$ cat src/rtl/phase_tag_pkg.sv
// Shared types, sizes and the frame checksum for the phase-tag UART streamer.
package phase_tag_pkg;

  localparam int unsigned TAG_W       = 16;
  localparam int unsigned BYTE_W      = 8;
  localparam int unsigned FRAME_BYTES = 4;
  localparam int unsigned IDX_W       = 2;
  localparam int unsigned COUNT_W     = 16;

  typedef enum logic [1:0] {
    IDLE,
    POP,
    CAPTURE,
    SEND
  } state_e;

  typedef struct packed {
    logic [BYTE_W-1:0] hi;
    logic [BYTE_W-1:0] lo;
  } tag_t;

  function automatic logic [BYTE_W-1:0] frame_checksum(input logic [BYTE_W-1:0] sync,
                                                       input tag_t tag);
    return sync ^ tag.hi ^ tag.lo;
  endfunction

endpackage

$ cat src/rtl/uart_tx_byte.sv
// 8N1 byte serializer; accepts a new byte in the last stop-bit cycle so bytes chain gap-free.
module uart_tx_byte #(
  parameter int unsigned CLKS_PER_BIT = 234
) (
  input  logic       clk,
  input  logic       rst_n,
  input  logic       start,
  input  logic [7:0] data,
  output logic       tx,
  output logic       done
);

  localparam int unsigned CNT_W         = $clog2(CLKS_PER_BIT);
  localparam int unsigned BITS_PER_CHAR = 10;
  localparam int unsigned BIT_W         = 4;

  logic             active;
  logic [CNT_W-1:0] baud_cnt;
  logic [BIT_W-1:0] bit_cnt;
  logic [8:0]       shreg;
  logic             bit_end;

  assign bit_end = active && (baud_cnt == CNT_W'(CLKS_PER_BIT - 1));
  assign done    = bit_end && (bit_cnt == BIT_W'(BITS_PER_CHAR - 1));

  // shreg holds data bits then the stop bit; ones shift in behind them
  always_ff @(posedge clk or negedge rst_n) begin
    if (!rst_n) begin
      active   <= 1'b0;
      baud_cnt <= '0;
      bit_cnt  <= '0;
      shreg    <= '0;
      tx       <= 1'b1;
    end else if (start && (!active || done)) begin
      active   <= 1'b1;
      baud_cnt <= '0;
      bit_cnt  <= '0;
      shreg    <= {1'b1, data};
      tx       <= 1'b0;
    end else if (done) begin
      active   <= 1'b0;
      baud_cnt <= '0;
      bit_cnt  <= '0;
      tx       <= 1'b1;
    end else if (bit_end) begin
      baud_cnt <= '0;
      bit_cnt  <= bit_cnt + 1'b1;
      tx       <= shreg[0];
      shreg    <= {1'b1, shreg[8:1]};
    end else if (active) begin
      baud_cnt <= baud_cnt + 1'b1;
    end
  end

endmodule

$ cat src/rtl/phase_tag_uart_streamer.sv
// Pops 16-bit phase tags from the FIFO and sends each as a 4-byte framed 8N1 UART packet.
module phase_tag_uart_streamer
  import phase_tag_pkg::*;
#(
  parameter int unsigned CLKS_PER_BIT = 234,
  parameter logic [7:0]  SYNC_BYTE    = 8'hA5
) (
  input  logic               clk,
  input  logic               rst_n,
  input  logic               Empty,
  input  logic [TAG_W-1:0]   fifo_q,
  input  logic               tx_enable,
  output logic               RdEn,
  output logic               tx,
  output logic               busy,
  output logic [COUNT_W-1:0] frames_sent
);

  localparam logic [IDX_W-1:0] LAST_IDX = IDX_W'(FRAME_BYTES - 1);

  state_e               state_q, state_d;
  tag_t                 tag_q, tag_d;
  logic [IDX_W-1:0]     idx_q, idx_d;
  logic                 rd_en_d, busy_d;
  logic [COUNT_W-1:0]   frames_d;
  logic                 uart_start_c, uart_done;
  logic [IDX_W-1:0]     byte_idx_c;
  logic [BYTE_W-1:0]    byte_c;

  always_ff @(posedge clk or negedge rst_n) begin
    if (!rst_n) begin
      state_q     <= IDLE;
      tag_q       <= '0;
      idx_q       <= '0;
      RdEn        <= 1'b0;
      busy        <= 1'b0;
      frames_sent <= '0;
    end else begin
      state_q     <= state_d;
      tag_q       <= tag_d;
      idx_q       <= idx_d;
      RdEn        <= rd_en_d;
      busy        <= busy_d;
      frames_sent <= frames_d;
    end
  end

  always_comb begin
    state_d      = state_q;
    tag_d        = tag_q;
    idx_d        = idx_q;
    rd_en_d      = 1'b0;
    busy_d       = busy;
    frames_d     = frames_sent;
    uart_start_c = 1'b0;
    case (state_q)
      IDLE: begin
        if (tx_enable && !Empty) begin
          rd_en_d = 1'b1;
          busy_d  = 1'b1;
          state_d = POP;
        end
      end
      POP: state_d = CAPTURE;
      CAPTURE: begin
        // byte 0 is the constant sync byte, so it can start before the tag lands
        tag_d        = tag_t'(fifo_q);
        idx_d        = '0;
        uart_start_c = 1'b1;
        state_d      = SEND;
      end
      SEND: begin
        if (uart_done) begin
          if (idx_q != LAST_IDX) begin
            idx_d        = idx_q + 1'b1;
            uart_start_c = 1'b1;
          end else begin
            frames_d = frames_sent + 1'b1;
            busy_d   = 1'b0;
            state_d  = IDLE;
          end
        end
      end
      default: state_d = IDLE;
    endcase
  end

  // Byte presented to the serializer is the one it will load next
  always_comb begin
    byte_idx_c = (state_q == CAPTURE) ? '0 : IDX_W'(idx_q + 1'b1);
    byte_c     = SYNC_BYTE;
    case (byte_idx_c)
      2'd0:    byte_c = SYNC_BYTE;
      2'd1:    byte_c = tag_q.hi;
      2'd2:    byte_c = tag_q.lo;
      default: byte_c = frame_checksum(SYNC_BYTE, tag_q);
    endcase
  end

  uart_tx_byte #(
    .CLKS_PER_BIT(CLKS_PER_BIT)
  ) u_uart_tx_byte (
    .clk  (clk),
    .rst_n(rst_n),
    .start(uart_start_c),
    .data (byte_c),
    .tx   (tx),
    .done (uart_done)
  );

endmodule

$ cat config.mk
export PLATFORM = sky130hd
export DESIGN_NAME = phase_tag_uart_streamer
export DESIGN_NICKNAME = d
export VERILOG_FILES = /design/src/rtl/phase_tag_pkg.sv /design/src/rtl/uart_tx_byte.sv /design/src/rtl/phase_tag_uart_streamer.sv
export SDC_FILE = /design/constraint.sdc
export NUM_CORES = 1
export LEC_CHECK = 0
export CORE_ASPECT_RATIO = 0.8
export CORE_UTILIZATION = 35
export CTS_BUF_LIST = sky130_fd_sc_hd__clkbuf_2
export DETAILED_ROUTE_END_ITERATION = 8
export GPL_TIMING_DRIVEN = 0
export PLACE_DENSITY = 0.52
export SLEW_MARGIN = 30
export SYNTH_ARGS = -nofsm -noshare
export SYNTH_HDL_FRONTEND = slang
export SYNTH_SLANG_ARGS = --single-unit
$ cat constraint.sdc
create_clock -name clk -period 3.3 [get_ports clk]
set_clock_uncertainty 0.05 [all_clocks]
set_input_delay 0.66 -clock clk [delete_from_list [all_inputs] [get_ports clk]]
set_output_delay 0.66 -clock clk [all_outputs]
set_load 0.01 [all_outputs]
==> run metrics <==
Post-synth EDFFs 0; final period utilization 71.7%; Total Routing Usage GR around 16%; DRC 0; n_diodes 0; reg2reg start state_q[0]; DRT antenna net count 0; CP startpoint kind flop; flop2flop setup slack just over 900 ps; Critical R2R Capture u_uart_tx_byte.baud_cnt[4]; Worst Setup Path Type flop to flop; PD cells 311 nW/um2; worst setup path start state_q[0]; number of synthesized register bits 61; Min-Delay Endpoint frames_sent[15]; Sink Count 61; Worst Path Arrival around 2700 ps; CTS tree built; # resized after CTS 0; I/O pin cnt 39; commonest non-fill, non-tap cell in the layout dfrtp_1; net switching power ~0.29 mW; Hold Vio Cnt, Final 0; Core Util, Final a little over two fifths; core area about 8600 um2; logic gate share of total power 5.1%; Post-synth ARST share 100%; Initial Util 36.5%; die area roughly 9300 um2; Syn Nets ~330; clk_lat worst skew between 400 and 500 ps; Leakage roughly 1.6 nW; via count 2351; Pre-Repair DR Iteration Count 4; maximum number of pins on one net before global-route repair 43; Switching Fraction 24.6%; number of global-route vias before repair roughly 2300; Root Driver clkbuf_2; Slew Viols, Final 0; DIE HEIGHT roughly 87 um; Clock transition at path regs around 160 ps; grt ovf 0; first-pass GRT wire length between 10000 and 15000 um; Hold Crit Depth 1; worst reg2reg path depth 7; maximum fanout along the worst path 10; maxcap violations 0; fin crit period approximately 2400 ps; CP endpoint kind flop; number of setup violations in the final report 0; Flop pwr share between 60% and 70%; fillcell total 835; HP Class flop to flop; Cell Int Power between 0.8 and 0.9 mW; commonest non-fill, non-tap cells in the layout dfrtp_1, clkdlybuf4s50_1, nor2_1; maximum vdd drop around 0.00014 V; WP data required about 3600 ps; RSZ-0062 raised after global routing no; post-DP HPWL around 4700 um; synth warn 0; Setup TNS Final 0 ps; Synth Cell Area ~3100 um2; CTS max path bufs 2; via/cell ratio around 5.0; run status finished, final reports clean; Max Clock Freq 423 MHz; detailed-route wire length per cell 14.3 um; TritonCTS Buffers 9; H-tree Lvls 3; Distinct cells, synth 42; Area Overhead vs Synth 19.9%; initial antenna violation count 0; Main synth FF type dfrtp_1; Setup Buffers After CTS 0; Routability Congestion 0.736; die span in x between 100 and 150 um; post-synthesis sequential area ratio 48.9%; fin nets 380; Routed WL between 6000 and 7000 um; Worst-Margin Slew slightly above 700 ps; PortBufs 38; Clk network pwr share 29.6%; layout cells sized above 1 between 10% and 20%; row count 30; Slew headroom approximately half; DRT iter0 DRCs ~120; Avg Inst Size Synth 10.4 um2; worst hold start frames_sent[15]; Gate Count Post-Synth 300
==> final cells by class <==
cell class | instances | area (um2) | share of cell area [%]
multi-input cells | 217 | 1510 | 40.3
plain buffers | 13 | 51.3 | 1.37
clock inverters | 4 | 17.5 | 0.467
inverters | 9 | 33.8 | 0.902
well taps | 112 | 140 | 3.74
flip-flops and latches | 61 | 1530 | 40.8
clock buffers | 10 | 50.0 | 1.34
repair buffers | 40 | 415 | 11.1
==> cell usage after synthesis (7+ instances only) <==
library cell	number	area, um2
nand2b_1	7	43.8
xor2_1	16	140
nor3_1	13	65.1
nor2_1	29	109
clkbuf_1	10	37.5
xnor2_1	15	131
dfrtp_1	60	1500
mux2_2	16	180
ha_1	9	113
nand3_1	16	80.1
nand2_1	22	82.6
inv_1	9	33.8
==> registers in the layout, indices dropped and copies added (netlist names) <==
| signal | count |
|---|---|
| busy | 1 |
| u_uart_tx_byte.shreg | 9 |
| frames_sent | 16 |
| u_uart_tx_byte.active | 1 |
| u_uart_tx_byte.baud_cnt | 8 |
| u_uart_tx_byte.tx | 1 |
| state_q | 2 |
| tag_q | 16 |
| u_uart_tx_byte.bit_cnt | 4 |
| idx_q | 2 |
| RdEn | 1 |
==> cells by family (layout without fill, tap and decap cells) <==
logic type                 Yosys count  after routing  synth area share (%)
and+or+nand+nor                    123            123                  21.3
adders and majority gates            9              9                  3.60
xor gates and xnor gates            31             31                  8.69
DFF                                 61             61                  48.9
AOI/OAI and AO/OA                   34             34                  7.61
buffers and inverters               22             76                  2.72
muxes                               20             20                  7.13
==> per-stage QoR <==
stage / hold WS, ps / setup WS [ps] / cells / total power [mW] / cell area [um2]
final: 434 / 933 / 466 / 1.17 / 3750
after global routing: 467 / 697 / 466 / 1.24 / 3750
after CTS: 448 / 897 / 466 / 1.19 / 3750
after detailed placement: 427 / 924 / 451 / 0.837 / 3670
after global placement: 406 / -640 / 450 / 0.832 / 3640
after floorplan: 314 / 1290 / 300 / 0.792 / 3120
==> worst max path at each step <==
stage                                            end  slack, ps  depth (start not counted)
final                     u_uart_tx_byte.baud_cnt[4]        930                          7
after global placement                     tag_q[14]       -640                          1
after global routing      u_uart_tx_byte.baud_cnt[7]        700                          7
after detailed placement     u_uart_tx_byte.shreg[7]        920                          6
after CTS                 u_uart_tx_byte.baud_cnt[4]        900                          7
after floorplan                      frames_sent[13]       1290                          7
==> critical path, stage by stage, from the launching register on <==
cell and delay [ps]:
dfrtp_1 410, inv_1 100, ha_1 140, clkbuf_1 240, clkbuf_1 530, nand2_1 400, nand2_1 300, nor2_1 80
==> timing repair <==
action	in CTS	in global routing
hold endpoints to repair	19	0
hold buffers	1	0
endpoints found under the setup margin	0	0
==> power groups by stage <==
| stage | clock (mW) | combinational (mW) | sequential [mW] |
|---|---|---|---|
| floorplan | 0 | 0.0163 | 0.775 |
| global placement | 0 | 0.0558 | 0.776 |
| detailed placement | 0 | 0.0604 | 0.776 |
| CTS | 0.370 | 0.0613 | 0.763 |
| global route | 0.405 | 0.0663 | 0.765 |
| finish | 0.345 | 0.0592 | 0.762 |
==> metal layers <==
layer	vias up	GRT usage [%]	share of wire, %
li1	1162	-	-
met1	1140	22.9	53
met2	41	23.0	42
met3	8	5.34	3.9
met4	0	4.98	1.0
met5	-	0	0
Power figures use the tool's default switching activity.
